File: config.mk
export PLATFORM = sky130hd
export DESIGN_NAME = m_window_3x3_gen
export DESIGN_NICKNAME = d
export VERILOG_FILES = /design/src/rtl/m_window_3x3_gen.sv
export SDC_FILE = /design/constraint.sdc
export NUM_CORES = 1
export LEC_CHECK = 0
export CAP_MARGIN = 10
export CORE_MARGIN = 10
export CORE_UTILIZATION = 55
export DETAILED_ROUTE_END_ITERATION = 12
export HOLD_SLACK_MARGIN = 0.03
export PLACE_DENSITY = 0.72
export REMOVE_ABC_BUFFERS = 1
export SYNTH_ARGS = -nofsm -noshare
export SYNTH_HDL_FRONTEND = slang
export SYNTH_SLANG_ARGS = --single-unit
File: constraint.sdc
create_clock -name iClk -period 6.4 [get_ports iClk]
set_input_delay 1.28 -clock iClk [delete_from_list [all_inputs] [get_ports iClk]]
set_output_delay 1.28 -clock iClk [all_outputs]
set_load 0.01 [all_outputs]
File: src/rtl/m_window_3x3_gen.sv
// Raster-to-window generator: buffers two image lines and emits a registered
// 3x3 neighbourhood for every interior centre pixel of the frame.
module m_window_3x3_gen #(
    parameter int pWidth  = 64,
    parameter int pHeight = 64,
    localparam int cColW  = $clog2(pWidth),
    localparam int cRowW  = $clog2(pHeight)
) (
    input  logic             iClk,
    input  logic             iRst_n,
    input  logic             iValid,
    input  logic             iSof,
    input  logic [7:0]       iv8Pixel,
    output logic [7:0]       ov8Pixel_a,
    output logic [7:0]       ov8Pixel_b,
    output logic [7:0]       ov8Pixel_c,
    output logic [7:0]       ov8Pixel_d,
    output logic [7:0]       ov8Pixel_fij,
    output logic [7:0]       ov8Pixel_e,
    output logic [7:0]       ov8Pixel_f,
    output logic [7:0]       ov8Pixel_g,
    output logic [7:0]       ov8Pixel_h,
    output logic             oDataValid,
    output logic [cRowW-1:0] ovRow,
    output logic [cColW-1:0] ovCol,
    output logic             oFrameDone
);

    logic [cRowW-1:0]     rowIn;
    logic [cRowW-1:0]     rowCur;
    logic [cColW-1:0]     colIn;
    logic [cColW-1:0]     colCur;
    logic                 lastCol;
    logic                 lastRow;
    logic                 emit;

    // line1 holds the previous row, line2 the row before that; never reset,
    // emission gating keeps stale contents from ever reaching the outputs
    logic [7:0]           line1 [pWidth];
    logic [7:0]           line2 [pWidth];
    logic [7:0]           rdLine1;
    logic [7:0]           rdLine2;

    // window indexed [row][col], row 0 = top, col 0 = left
    logic [2:0][2:0][7:0] win;
    logic [2:0][2:0][7:0] winNext;
    logic [2:0][2:0][7:0] winOut;

    // a start-of-frame pixel is always (0,0), whatever the counters say
    assign rowCur  = iSof ? '0 : rowIn;
    assign colCur  = iSof ? '0 : colIn;
    assign lastCol = (colCur == cColW'(pWidth - 1));
    assign lastRow = (rowCur == cRowW'(pHeight - 1));
    assign emit    = iValid && (rowCur >= cRowW'(2)) && (colCur >= cColW'(2));

    assign rdLine1 = line1[colCur];
    assign rdLine2 = line2[colCur];

    assign ov8Pixel_a   = winOut[0][0];
    assign ov8Pixel_b   = winOut[0][1];
    assign ov8Pixel_c   = winOut[0][2];
    assign ov8Pixel_d   = winOut[1][0];
    assign ov8Pixel_fij = winOut[1][1];
    assign ov8Pixel_e   = winOut[1][2];
    assign ov8Pixel_f   = winOut[2][0];
    assign ov8Pixel_g   = winOut[2][1];
    assign ov8Pixel_h   = winOut[2][2];

    // shift the window one column left and load the incoming column on the right
    always_comb begin
        winNext = win;
        for (int r = 0; r < 3; r++) begin
            winNext[r][0] = win[r][1];
            winNext[r][1] = win[r][2];
        end
        winNext[0][2] = rdLine2;
        winNext[1][2] = rdLine1;
        winNext[2][2] = iv8Pixel;
    end

    // raster position of the next expected pixel
    always_ff @(posedge iClk or negedge iRst_n) begin
        if (!iRst_n) begin
            rowIn <= '0;
            colIn <= '0;
        end else if (iValid) begin
            if (lastCol) begin
                colIn <= '0;
                rowIn <= lastRow ? '0 : rowCur + 1'b1;
            end else begin
                colIn <= colCur + 1'b1;
                rowIn <= rowCur;
            end
        end
    end

    // window shift register and registered outputs (data holds between strobes)
    always_ff @(posedge iClk or negedge iRst_n) begin
        if (!iRst_n) begin
            win        <= '0;
            winOut     <= '0;
            ovRow      <= '0;
            ovCol      <= '0;
            oDataValid <= 1'b0;
            oFrameDone <= 1'b0;
        end else begin
            oDataValid <= emit;
            oFrameDone <= iValid && lastRow && lastCol;
            if (iValid) begin
                win <= winNext;
            end
            if (emit) begin
                winOut <= winNext;
                ovRow  <= rowCur - 1'b1;
                ovCol  <= colCur - 1'b1;
            end
        end
    end

    // line buffers: read-before-write at the same column address
    always_ff @(posedge iClk) begin
        if (iValid) begin
            line2[colCur] <= line1[colCur];
            line1[colCur] <= iv8Pixel;
        end
    end

endmodule

======== Yosys cells after proc, flatten, opt, wreduce, memory -nomap -nowiden ========
Memory sizes are Yosys's and may differ from the RTL's.
Cells that the tools add are included.
W data, S select, Z words.
storage, ports and cells
  output and inout bits ................... 86
  input bits .............................. 12
  word-level logic and storage cells ...... 42
  memories kept ........................... 2
  RAM bits ................................ 1024
  flip-flop bits (word level) ............. 146
memories
  memory  words  bits a word  rd ports  clocked after Yosys merged registers in  wr ports  RTL line  source
  line1   64     8            1         0                                        1         39        logic [7:0] line1 [pWidth];
  line2   64     8            1         0                                        1         40        logic [7:0] line2 [pWidth];
cells by class
  add/subtract/negate cells ............... 4
  equal/unequal tests ..................... 2
  order comparisons ....................... 2
  reductions and logical operators ........ 4
  multiplexer cells ....................... 7
operator list
  kind                   number
  $mux W6                5
  $add A6 B1 Y6 const B  2
  $eq A6 B6 Y1 const B   2
  $ge A6 B2 Y1 const B   2
  $sub A6 B1 Y6 const B  2
  $logic_and A1 B1 Y1    4
  $mux W1                2

======== Depth between registers and ports, before layout ========
Gate-level depths: netlist of run 1.
  depth in word-level cells ............... 4
  depth in mapped cells ................... 14
  gate-level depth less buffers ........... 10

======== Worst setup path before layout of run 1 ========
OpenSTA, ideal clock, no wires.
  path type ............................... input to register
  start ................................... in iSof
  end ..................................... mem line2[0][6] (data pin)
  library setup time ...................... 515 ps
  data required time ...................... 5885 ps
  slack ................................... 2414 ps
  stages .................................. 9
  buffers on the path ..................... 3
  data arrival time ....................... 3470 ps
  cells stage by stage .................... or3b_2 buf_2 buf_2 clkbuf_1 o21ai_0 a211oi_1 o22ai_1 nor4b_1 nand2_1
between the ends
  word-level cells in the longest chain between the ends .. 2
ends and longest elaborated chain
  element               RTL line  source
  start: declaration    12        input logic iSof,
  $mux W6               51        assign colCur = iSof ? '0 : colIn;
  $mem_v2 Z64 W8        n/a
  named net rdLine1[6]  41        logic [7:0] rdLine1;
  end: declaration      40
The timed path passes the listed nets, and every way through them passes these cells.

======== Worst setup path in the final report of run 1 ========
  start ................................... reg colIn[1]
  end ..................................... mem line2[20][7] (data pin)
between the ends
  word-level cells in the longest chain between the ends .. 2
ends and longest elaborated chain
  element                   RTL line  source
  start: declaration        31        logic [cColW-1:0] colIn;
  start signal: assignment  91        colIn <= colCur + 1'b1;
  $mux W6                   51
  $mem_v2 Z64 W8            n/a
  named net rdLine1[7]      41
The timed path passes the listed nets, and every way through them passes these cells.

==> impl_metrics.toml, run 1 <==
[run_status]
outcome = "finished, final reports clean"

[sta]
grt_setup_unrepaired = "no"
final.min_clock_period_ns = 5.00
worst_hold_slack_ns = 0.462
hold_violations = 0
setup-tns-final_ns = 0
worst-slew-pin-transition_ns = 1.35
number_of_slew_limit_violations_in_the_final_report = 0
worst_slew_margin_relative_to_its_limit_pct = 10.0
finalCritPeriodShare_pct = 78.1
fmax_mhz = 200
finalSetupViolations = 0
worst_skew_ns = 0.0235

[grt]
grt.overflow.total = 0
antenna_found_initial = 5
vias_in_the_first_global_route = 28100
global_route.usage.total_pct = 31.5
grt_pass1_wl_mm = 215
grt_max_degree = 84

[placed_design]
buffer_ports.inserted = 97
finalWeightedCongestion = 0.978
dp_hpwl_mm = 96.9

[finish]
post_route_cells_drive_above_1_share_pct = 16.3
area_growth_pct = 15.0
nets = 3179

[synthesis]
synth_top_flop_cell = "edfxtp_1"
synthArstFlopShare_pct = 12.5
post-synth-top-area-cell = "edfxtp_1"
synth.distinct_cells = 83
synth.area.top_cells = "edfxtp_1 66%, dfrtp_1 7.9%, mux2i_1 4.7%"
post_synth_inst_count = 2959
post_synth_instance_area_um2 = 46400
synth.ff_latch_count = 1170
synth_seq_area_share_pct = 74.1
ys_warn_count = 0
synth_edf_count = 1024
syn_area_per_cell_um2 = 15.7
yosysTopAreaCellShare_pct = 66.3

[cts]
root_buffer_cell = "clkbuf_16"
hold_fix_buffers_at_cts = 0
cts_made_buffers = 116
cts-root-to-sink-buffers = 3
tritoncts_clock_tree = "built"
h_tree_lvl_count = 3
ctsResizeCount = 0
tritoncts_num_sinks = 1170
post_cts_buffers = 0
worstSkewPairLatency_ns = 0.70
clk_pin_slew_ns = 0.06

[power]
power.density_cell_area_nw_per_um2 = 357
power.ir.vdd_worst_uv = 246
lkg_pwr_nw = 18.3

[setup_path]
crit_arrival_ns = 5.38
reg2reg_setup_slack_ns = 1.40
worst_reg_to_reg_path_cell_count = 9
timing.critical_path.fanout_max = 64
critical_path_endpoint_category = "register"
crit_required_ns = 6.78
crit_path_start_kind = "register"
worst_r2r_endpoint = "line2[20][7]$_DFFE_PP_"
reg2reg_from = "colIn[1]$_DFFE_PN0P_"
path_class = "register to register"

[drt]
firstDrtPassIters = 6
detail_route.drc_violations = 0
drt-total-wl_mm = 153
drt-vias-per-instance = 6.70
route.vias.total = 29400
final_routed_wire_length_divided_by_cell_count_um = 34.7
drt_first_iter_violations = 4645
antenna_left = 0

[floorplanning]
io_pins = 98
die_outline_area_um2 = 96400
fp.dieH_um = 310
floorplan.initialDensity_pct = 55.4
core_um2 = 83700
num_rows = 106
die_w_um = 310

[worst_hold_path]
worst_hold_path.endpoint = "ov8Pixel_f[6]$_DFFE_PN0P_"
hold-path-cell-count = 2
hold_start = "win[62]$_DFFE_PN0P_"
hp-class = "register to register"

[run]
maxCapViolations = 0
==> cells in the final DEF, fill, tap and decap left out, drive strengths merged, types with 16 or more instances in the layout <==
master,n
edfxtp,1024
nand2,302
mux2i,218
buf,196
dfrtp,146
clkbuf,146
nor2,125
a21oi,103
o22ai,91
clkdlybuf4s50,86
mux2,82
o21ai,71
a22oi,64
clkinv,41
nand3b,38
a211oi,36
a31oi,31
o2bb2ai,29
nor2b,25
inv,23
o221ai,20
a2111oi,20
a22o,17
bufinv,17
mux4,17
nor3b,17
nand3,16
==> per-stage QoR <==
| stage | cells | total power, W | utilization, % | setup WS [ns] | area [µm²] |
|---|---|---|---|---|---|
| global placement | 4176 | 0.0120 | 59.0 | 0.711 | 49400 |
| global route | 4395 | 0.0195 | 63.8 | 1.25 | 53400 |
| floorplan | 2761 | 0.0105 | - | -7.42 | 45400 |
| CTS | 4395 | 0.0190 | 63.8 | 1.52 | 53400 |
| finish | 4396 | 0.0190 | 63.8 | 1.40 | 53400 |
| detailed placement | 4177 | 0.0121 | 59.0 | 1.13 | 49400 |
==> power by group <==
group | leakage [nW] | switching (W) | total (W) | internal (W)
clock network | 1.93 | 0.00292 | 0.00709 | 0.00417
registers | 11.0 | 0.000306 | 0.00917 | 0.00886
logic | 5.40 | 0.00173 | 0.00277 | 0.00104
total | 18.3 | 0.00496 | 0.0190 | 0.0141
==> metal layers <==
layer	vias to the layer above	share of wire, %	global-route usage (%)	wire [µm]
li1	12000	-	-	-
met1	14900	38	43.5	58300
met2	2183	44	47.2	67600
met3	384	13	8.58	19600
met4	8	4.7	13.1	7110
met5	-	0.060	0	92
==> synthesized netlist by cell type (14+ instances only) <==
cell,count
o21ai_0,70
clkbuf_1,76
nand3_1,16
nor3_1,15
nor2b_1,25
a211oi_1,36
buf_4,27
mux4_2,16
and2_1,14
mux2i_1,218
nor3b_1,15
o22ai_1,91
mux2_2,82
inv_1,14
nand2_1,302
buf_2,74
nor2_1,124
a2111oi_0,18
o2bb2ai_1,29
edfxtp_1,1024
a31oi_1,31
a21oi_1,103
a22o_1,17
a22oi_1,64
o221ai_1,20
buf_1,16
nand3b_1,38
dfrtp_1,146
==> worst max-delay path by stage <==
| stage | depth (start not counted) | startpoint | to |
|---|---|---|---|
| final | 9 | colIn[1]$_DFFE_PN0P_ | line2[20][7]$_DFFE_PP_ |
| after global routing | 9 | colIn[1]$_DFFE_PN0P_ | line2[20][7]$_DFFE_PP_ |
| after CTS | 9 | colIn[1]$_DFFE_PN0P_ | line2[41][7]$_DFFE_PP_ |
| after detailed placement | 9 | iSof | line2[45][4]$_DFFE_PP_ |
| after global placement | 8 | iSof | line2[22][2]$_DFFE_PP_ |
| after floorplan | 7 | colIn[0]$_DFFE_PN0P_ | ov8Pixel_c[0]$_DFFE_PN0P_ |
==> layout make-up <==
| type | instances | area [µm²] |
|---|---|---|
| Multi-Input combinational cell | 1573 | 11000 |
| Inverter | 18 | 67.6 |
| Tap cell | 1134 | 1420 |
| Antenna cell | 1 | 2.50 |
| Fill cell | 5888 | 30300 |
| Timing Repair Buffer | 282 | 2420 |
| Clock inverter | 72 | 867 |
| Clock buffer | 146 | 3130 |
| Sequential cell | 1170 | 34400 |
==> registers in the layout (all words and copies together), names as in the netlist, 8 cells and up <==
name	flops
ov8Pixel_a	8
ov8Pixel_h	8
line2	512
line1	512
ov8Pixel_g	8
ov8Pixel_f	8
ov8Pixel_e	8
ov8Pixel_fij	8
ov8Pixel_c	8
win	48
ov8Pixel_d	8
ov8Pixel_b	8
==> logic make-up after synthesis <==
family                     share of synthesized area (%)
AOI/OAI and AO/OA                                   8.98
buffers and inverters                               2.25
muxes                                               7.53
xor gates and xnor gates                           0.113
DFF                                                 74.1
adders and majority gates                          0.162
and+or+nand+nor                                     6.82
==> critical path, stage by stage, from the launching register on <==
cell and delay (ns):
dfrtp_4 0.77, or2_2 0.70, o21ai_4 0.89, buf_12 0.30, a211oi_1 0.11, a211oi_1 0.73
nor4_1 0.15, buf_4 0.21, inv_2 0.05, buf_4 0.54
(Power assumes the default switching activity.)
==> inputs of run 2 (changes only) <==
--- a/config.mk
+++ b/config.mk
@@ -10,7 +10,7 @@
 export CORE_UTILIZATION = 55
 export DETAILED_ROUTE_END_ITERATION = 12
 export HOLD_SLACK_MARGIN = 0.03
-export PLACE_DENSITY = 0.72
+export PLACE_DENSITY = 0.75
 export REMOVE_ABC_BUFFERS = 1
 export SYNTH_ARGS = -nofsm -noshare
 export SYNTH_HDL_FRONTEND = slang
==> constraint.sdc (replaced) <==
create_clock -name iClk -period 4.5 [get_ports iClk]
set_input_delay 0.9 -clock iClk [delete_from_list [all_inputs] [get_ports iClk]]
set_output_delay 0.9 -clock iClk [all_outputs]
set_load 0.01 [all_outputs]
==> run 2 against run 1 <==
  * Combinational power rose by 48%
  * Final area increased by 0.84%
  * Sequential cell count did not move
  * Cell count rose by 1.9%
  * Critical path depth unchanged
  * Non-clock buffer count up 82
  * Register-to-register slack got worse by 1.3 ns
  * Sequential power increased by 42%
  * Core utilization is 0.54 points higher
  * Clock power is 31% higher
  * Largest cell class unchanged
  * Largest power group unchanged
==> impl_metrics.toml, run 2 (synthesis results as in run 1) <==
[cts]
cts_made_buffers = 115
hold_fix_buffers_at_cts = 0
worstSkewPairLatency_ns = 0.71
post_cts_buffers = 0
clk_pin_slew_ns = 0.06
ctsResizeCount = 0
h_tree_lvl_count = 3
root_buffer_cell = "clkbuf_16"
tritoncts_clock_tree = "built"
tritoncts_num_sinks = 1170
cts-root-to-sink-buffers = 3

[sta]
final.min_clock_period_ns = 4.39
worst_hold_slack_ns = 0.319
grt_setup_unrepaired = "no"
fmax_mhz = 228
finalCritPeriodShare_pct = 97.5
worst-slew-pin-transition_ns = 1.21
number_of_slew_limit_violations_in_the_final_report = 0
hold_violations = 0
worst_slew_margin_relative_to_its_limit_pct = 19.6
finalSetupViolations = 0
worst_skew_ns = 0.0456

[setup_path]
worst_reg_to_reg_path_cell_count = 9
reg2reg_from = "colIn[1]$_DFFE_PN0P_"
crit_required_ns = 4.81
cp_common_cell = "buf_4"
crit_arrival_ns = 4.70
cpPeakStageDelay_ns = 0.88
critical-path-slowest-cell = "inv_2"
critical_path_endpoint_category = "register"
crit_path_cell_trace = "buf_4, nor4b_2, buf_4, buf_4, o2bb2ai_1, a211oi_1, o22ai_1, nor4_1, inv_2"
timing.critical_path.fanout_max = 64
path_class = "register to register"
crit_path_start_kind = "register"
reg2reg_setup_slack_ns = 0.11
worst_r2r_endpoint = "line2[16][7]$_DFFE_PP_"

[floorplanning]
die_outline_area_um2 = 96400
core_um2 = 83700
io_pins = 98
fp.dieH_um = 310
die_w_um = 310
num_rows = 106
floorplan.initialDensity_pct = 55.4

[grt]
global_route.usage.total_pct = 30.7
antenna_found_initial = 3
grt_max_degree = 104
vias_in_the_first_global_route = 28600
grt.overflow.total = 0
grt_pass1_wl_mm = 210

[placed_design]
dp_hpwl_mm = 95.8
finalWeightedCongestion = 1.06
dpl_cell_area_um2 = 50100
place_inst = 4259
buffer_ports.inserted = 97

[finish]
post_route_cells_drive_above_1_share_pct = 18.0
layout.cells.non_filler = 4479
n_fill_cell = 5712
layout_common_cells = "1024 x edfxtp_1, 298 x nand2_1, 246 x buf_4"
reg_top3 = "line1 (512), line2 (512), win (48)"
layout.cells.most_common = "edfxtp_1"
nets = 3260
finalInstanceArea_um2 = 53800
area_growth_pct = 16.0

[drt]
detail_route.drc_violations = 0
drt_first_iter_violations = 4822
drt-vias-per-instance = 6.61
drt-total-wl_mm = 148
route.vias.total = 29600
final_routed_wire_length_divided_by_cell_count_um = 33.1
firstDrtPassIters = 6
antenna_left = 0

[power]
power_switching_w = 0.00691
pwr-share-seq_pct = 49.2
power_frac_comb_pct = 15.5
internal_power_w = 0.0194
power_frac_clock_pct = 35.3
power.density_cell_area_nw_per_um2 = 489
power_switching_share_pct = 26.3
lkg_pwr_nw = 18.6
power.ir.vdd_worst_uv = 383

[run_status]
outcome = "finished, final reports clean"

[worst_hold_path]
hp-class = "primary input to async pin"

[run]
maxCapViolations = 0
-- run 2: changes by cell type in the layout (fill, tap and decap cells not counted), moves of 3 or more --
cell        delta
bufinv_16     -11
buf_4         +69
buf_12        +12
clkbuf_1      +11
clkbuf_16      -3
clkinvlp_4     -7
inv_16         -3
clkinv_1       -3
clkinv_2      +12
clkinv_16      +3
-- run 2: layer usage --
metal	global-route usage, %	vias to the layer above	share of wire, %
met3	9.11	406	14
met5	0	-	0.010
met2	46.0	2277	44
met4	14.6	2	5.7
met1	40.9	14800	36
li1	-	12100	-
-- run 2: power groups by stage --
stage	Combinational, W	Sequential, W	Clock (W)
3_3_place_gp	0.00393	0.0131	0
3_5_place_dp	0.00401	0.0132	0
6_report	0.00409	0.0130	0.00928
5_1_grt	0.00427	0.0130	0.00976
4_1_cts	0.00403	0.0130	0.00935
2_1_floorplan	0.00158	0.0134	0
-- run 2: layout make-up --
class | count | area, µm² | share of cell area, %
multi-input combinational | 1573 | 11000 | 20.5
sequential | 1170 | 34400 | 64.0
antenna | 2 | 5.00 | 0.00930
tap | 1134 | 1420 | 2.64
clock buffer | 154 | 3110 | 5.77
inverter | 18 | 67.6 | 0.126
timing repair buffer | 364 | 3190 | 5.94
clock inverter | 64 | 581 | 1.08
-- run 2: worst max-delay path, delay by kind of cell (launching register included) --
kind | cells | cell delay [ns]
flops | 1 | 0.65
compound gates | 3 | 0.71
simple gates | 2 | 0.87
buf+inv | 4 | 1.67
-- run 2: how the worst max path moves through the flow --
stage                         start                         to  slack [ns]  depth (start not counted)
3_3_place_gp                   iSof  ov8Pixel_c[2]$_DFFE_PN0P_       -0.68                          9
6_report       colIn[1]$_DFFE_PN0P_     line2[16][7]$_DFFE_PP_        0.11                          9
2_1_floorplan  colIn[0]$_DFFE_PN0P_  ov8Pixel_c[0]$_DFFE_PN0P_       -9.32                          7
4_1_cts        colIn[2]$_DFFE_PN0P_     line2[16][7]$_DFFE_PP_        0.38                          9
3_5_place_dp                   iSof     line2[18][7]$_DFFE_PP_        0.22                          9
5_1_grt        colIn[1]$_DFFE_PN0P_     line2[26][7]$_DFFE_PP_        0.07                          9
-- run 2: through the flow --
step / total power [W] / util (%) / setup TNS, ns / worst slack [ns]
3_3_place_gp: 0.0171 / 59.8 / -8.09 / -0.684
2_1_floorplan: 0.0150 / - / - / -9.32
5_1_grt: 0.0271 / 64.3 / 0 / 0.0722
6_report: 0.0263 / 64.3 / 0 / 0.114
4_1_cts: 0.0263 / 64.3 / 0 / 0.385
3_5_place_dp: 0.0172 / 59.9 / 0 / 0.216
==> RTL change (config.mk and constraints of run 1) <==
Reset style: synchronous (`iRst_n`), changed in 2 clocked blocks.
--- a/src/rtl/m_window_3x3_gen.sv
+++ b/src/rtl/m_window_3x3_gen.sv
@@ -81,3 +81,3 @@
     // raster position of the next expected pixel
-    always_ff @(posedge iClk or negedge iRst_n) begin
+    always_ff @(posedge iClk) begin
         if (!iRst_n) begin
@@ -97,3 +97,3 @@
     // window shift register and registered outputs (data holds between strobes)
-    always_ff @(posedge iClk or negedge iRst_n) begin
+    always_ff @(posedge iClk) begin
         if (!iRst_n) begin
Formal check against the unedited RTL: same outputs for any inputs over 4 cycles, from zero or initial values and one cycle with iRst_n low; that may be too few to reach the edited logic, so the function may still have changed.
==> RTL change against run 1 <==
  * Area after synthesis grew 0.37%
  * Via count grew 1.9%
  * Design area shrank 0.74%
  * Critical endpoint is now line2[32][6]
  * Worst setup slack gained 0.033 ns
  * Critical path type is now input port to flop
  * Count of clock-buffer cells in the layout grew 4
  * Sequential cell count is the same
  * Wire length grew 1.5%
  * Clock skew grew 0.013 ns
Power is not compared: it rests on default switching activity, and its combinational part moved more than twofold at a synthesized area within 25%.
==> RTL change: results (changes against run 1) <==
stage,metric,value,unit,change
run_status,outcome,"finished, final reports clean",,
placed_design,detailed placement HPWL,97.5,mm,+0.60%
cells_and_area,layout cell share with drive strength beyond 1,14.0,%,-2.3 points
critical_path,worst setup path endpoint,line2[32][6],,
cells_and_area,fraction of area in non-clock buffers,4.52,%,-0.023 points
cells_and_area,count of non-CTS inverters in the layout,14,,-4
cells_and_area,Antenna Cells,0,,-1
sta,max_slew headroom,2.01,%,-8.0 points
global_routing,first-pass GRT wire length,217,mm,+1.0%
sta,post-route setup slack,1.43,ns,+0.0328 ns
synthesis,synth cell count leaders,"1024 x edfxtp_1, 284 x mux2i_1, 193 x nand2_1, 146 x dfxtp_1, 122 x a21oi_1",,
sta,Worst Skew,0.0366,ns,+0.0131 ns
critical_path,R2R Path End,line2[15][4],,
hold_path,worst hold path endpoint,ov8Pixel_a[1],,
global_routing,met2 Resource Use GR,44.9,%,-2.3 points
placed_design,pre-CTS setup slack,0.324,ns,-0.803 ns
synthesis,synth unique cells,96,,+16%
critical_path,worst setup path start,iSof,,
placed_design,DP Area,49100,µm²,-0.47%
cells_and_area,Filler Cells Inserted,6079,,+3.2%
critical_path,FF-to-FF Start,colIn[0],,
critical_path,WP data arrival,5.18,ns,-0.20 ns
critical_path,Worst path max stage delay,0.83,ns,-0.06 ns
placed_design,placed insts,4213,,+0.86%
critical_path,Crit path max-delay family,buffers and inverters,,
global_routing,met1 usage,41.4,%,-2.1 points
cells_and_area,comb_multi_in,1625,,+3.3%
critical_path,CP max-delay cell,a211oi_1,,
critical_path,Reg2Reg Setup Slack,1.46,ns,+0.06 ns
cells_and_area,final instance area,53000,µm²,-0.74%
global_routing,vias in the first global route,28400,,+1.1%
cells_and_area,Nets,3222,,+1.4%
synthesis,Syn Area/Cell,15.4,µm²,-1.9%
routing,DR iter-0 viols,5061,,+9.0%
synthesis,async set or reset register ratio after synthesis,0,%,-12 points
global_routing,largest net degree at the start of global routing,91,,+8.3%
routing,Vias/cell,6.76,,+1.0%
routing,Metal-1 WL,56.5,mm,-3.2%
routing,metal2 WL,66.6,mm,-1.5%
cells_and_area,multi-input combinational area share,21.9,%,+1.3 points
cells_and_area,Non-clk bufs,276,,-2.1%
global_routing,Global Route Usage Sum,31.2,%,-0.36 points
routing,DR WL met3,22.0,mm,+12%
floorplanning,die width,311,µm,+0.17%
clock_network,CTS buffer count,117,,+0.86%
hold_path,Hold Startpoint,ov8Pixel_a[1],,
placed_design,Final GP Congestion,1.05,,+7.4%
cells_and_area,CLK BUF,150,,+2.7%
sta,Hold WS,0.449,ns,-0.0128 ns
critical_path,R2R cell count,8,,-1
routing,Routed WL,155,mm,+1.5%
synthesis,sequential fraction of the synthesis area,72.3,%,-1.8 points
clock_network,H-tree Lvls,3,,unchanged
hold_path,Worst Hold Path Cells,2,,unchanged
global_routing,met3 usage in global routing,10.2,%,+1.6 points
RTL change: changes by cell type after synthesis, sizes merged, moves of 59 or more:
cell / before / now
a21boi: 3 / 63
nand2: 302 / 193
dfrtp: 146 / 0
mux2: 82 / 23
dfxtp: 0 / 146
mux2i: 218 / 284
RTL change: logic make-up after synthesis:
kind of cell	share of synthesized area, %
flip-flops	72.3
AO/OA/AOI/OAI	10.6
AND/OR/NAND/NOR	6.67
multiplexers	7.24
buffers and inverters	2.91
XOR/XNOR	0.132
adder cells (fa/ha/maj)	0.161
RTL change: power groups by stage:
stage / Clock (mW) / Combinational, mW / Sequential, mW
floorplan: 0 / 0.383 / 8.61
global placement: 0 / 0.743 / 8.57
detailed placement: 0 / 0.757 / 8.57
CTS: 6.85 / 0.759 / 8.41
global route: 7.16 / 0.809 / 8.41
finish: 6.82 / 0.797 / 8.41
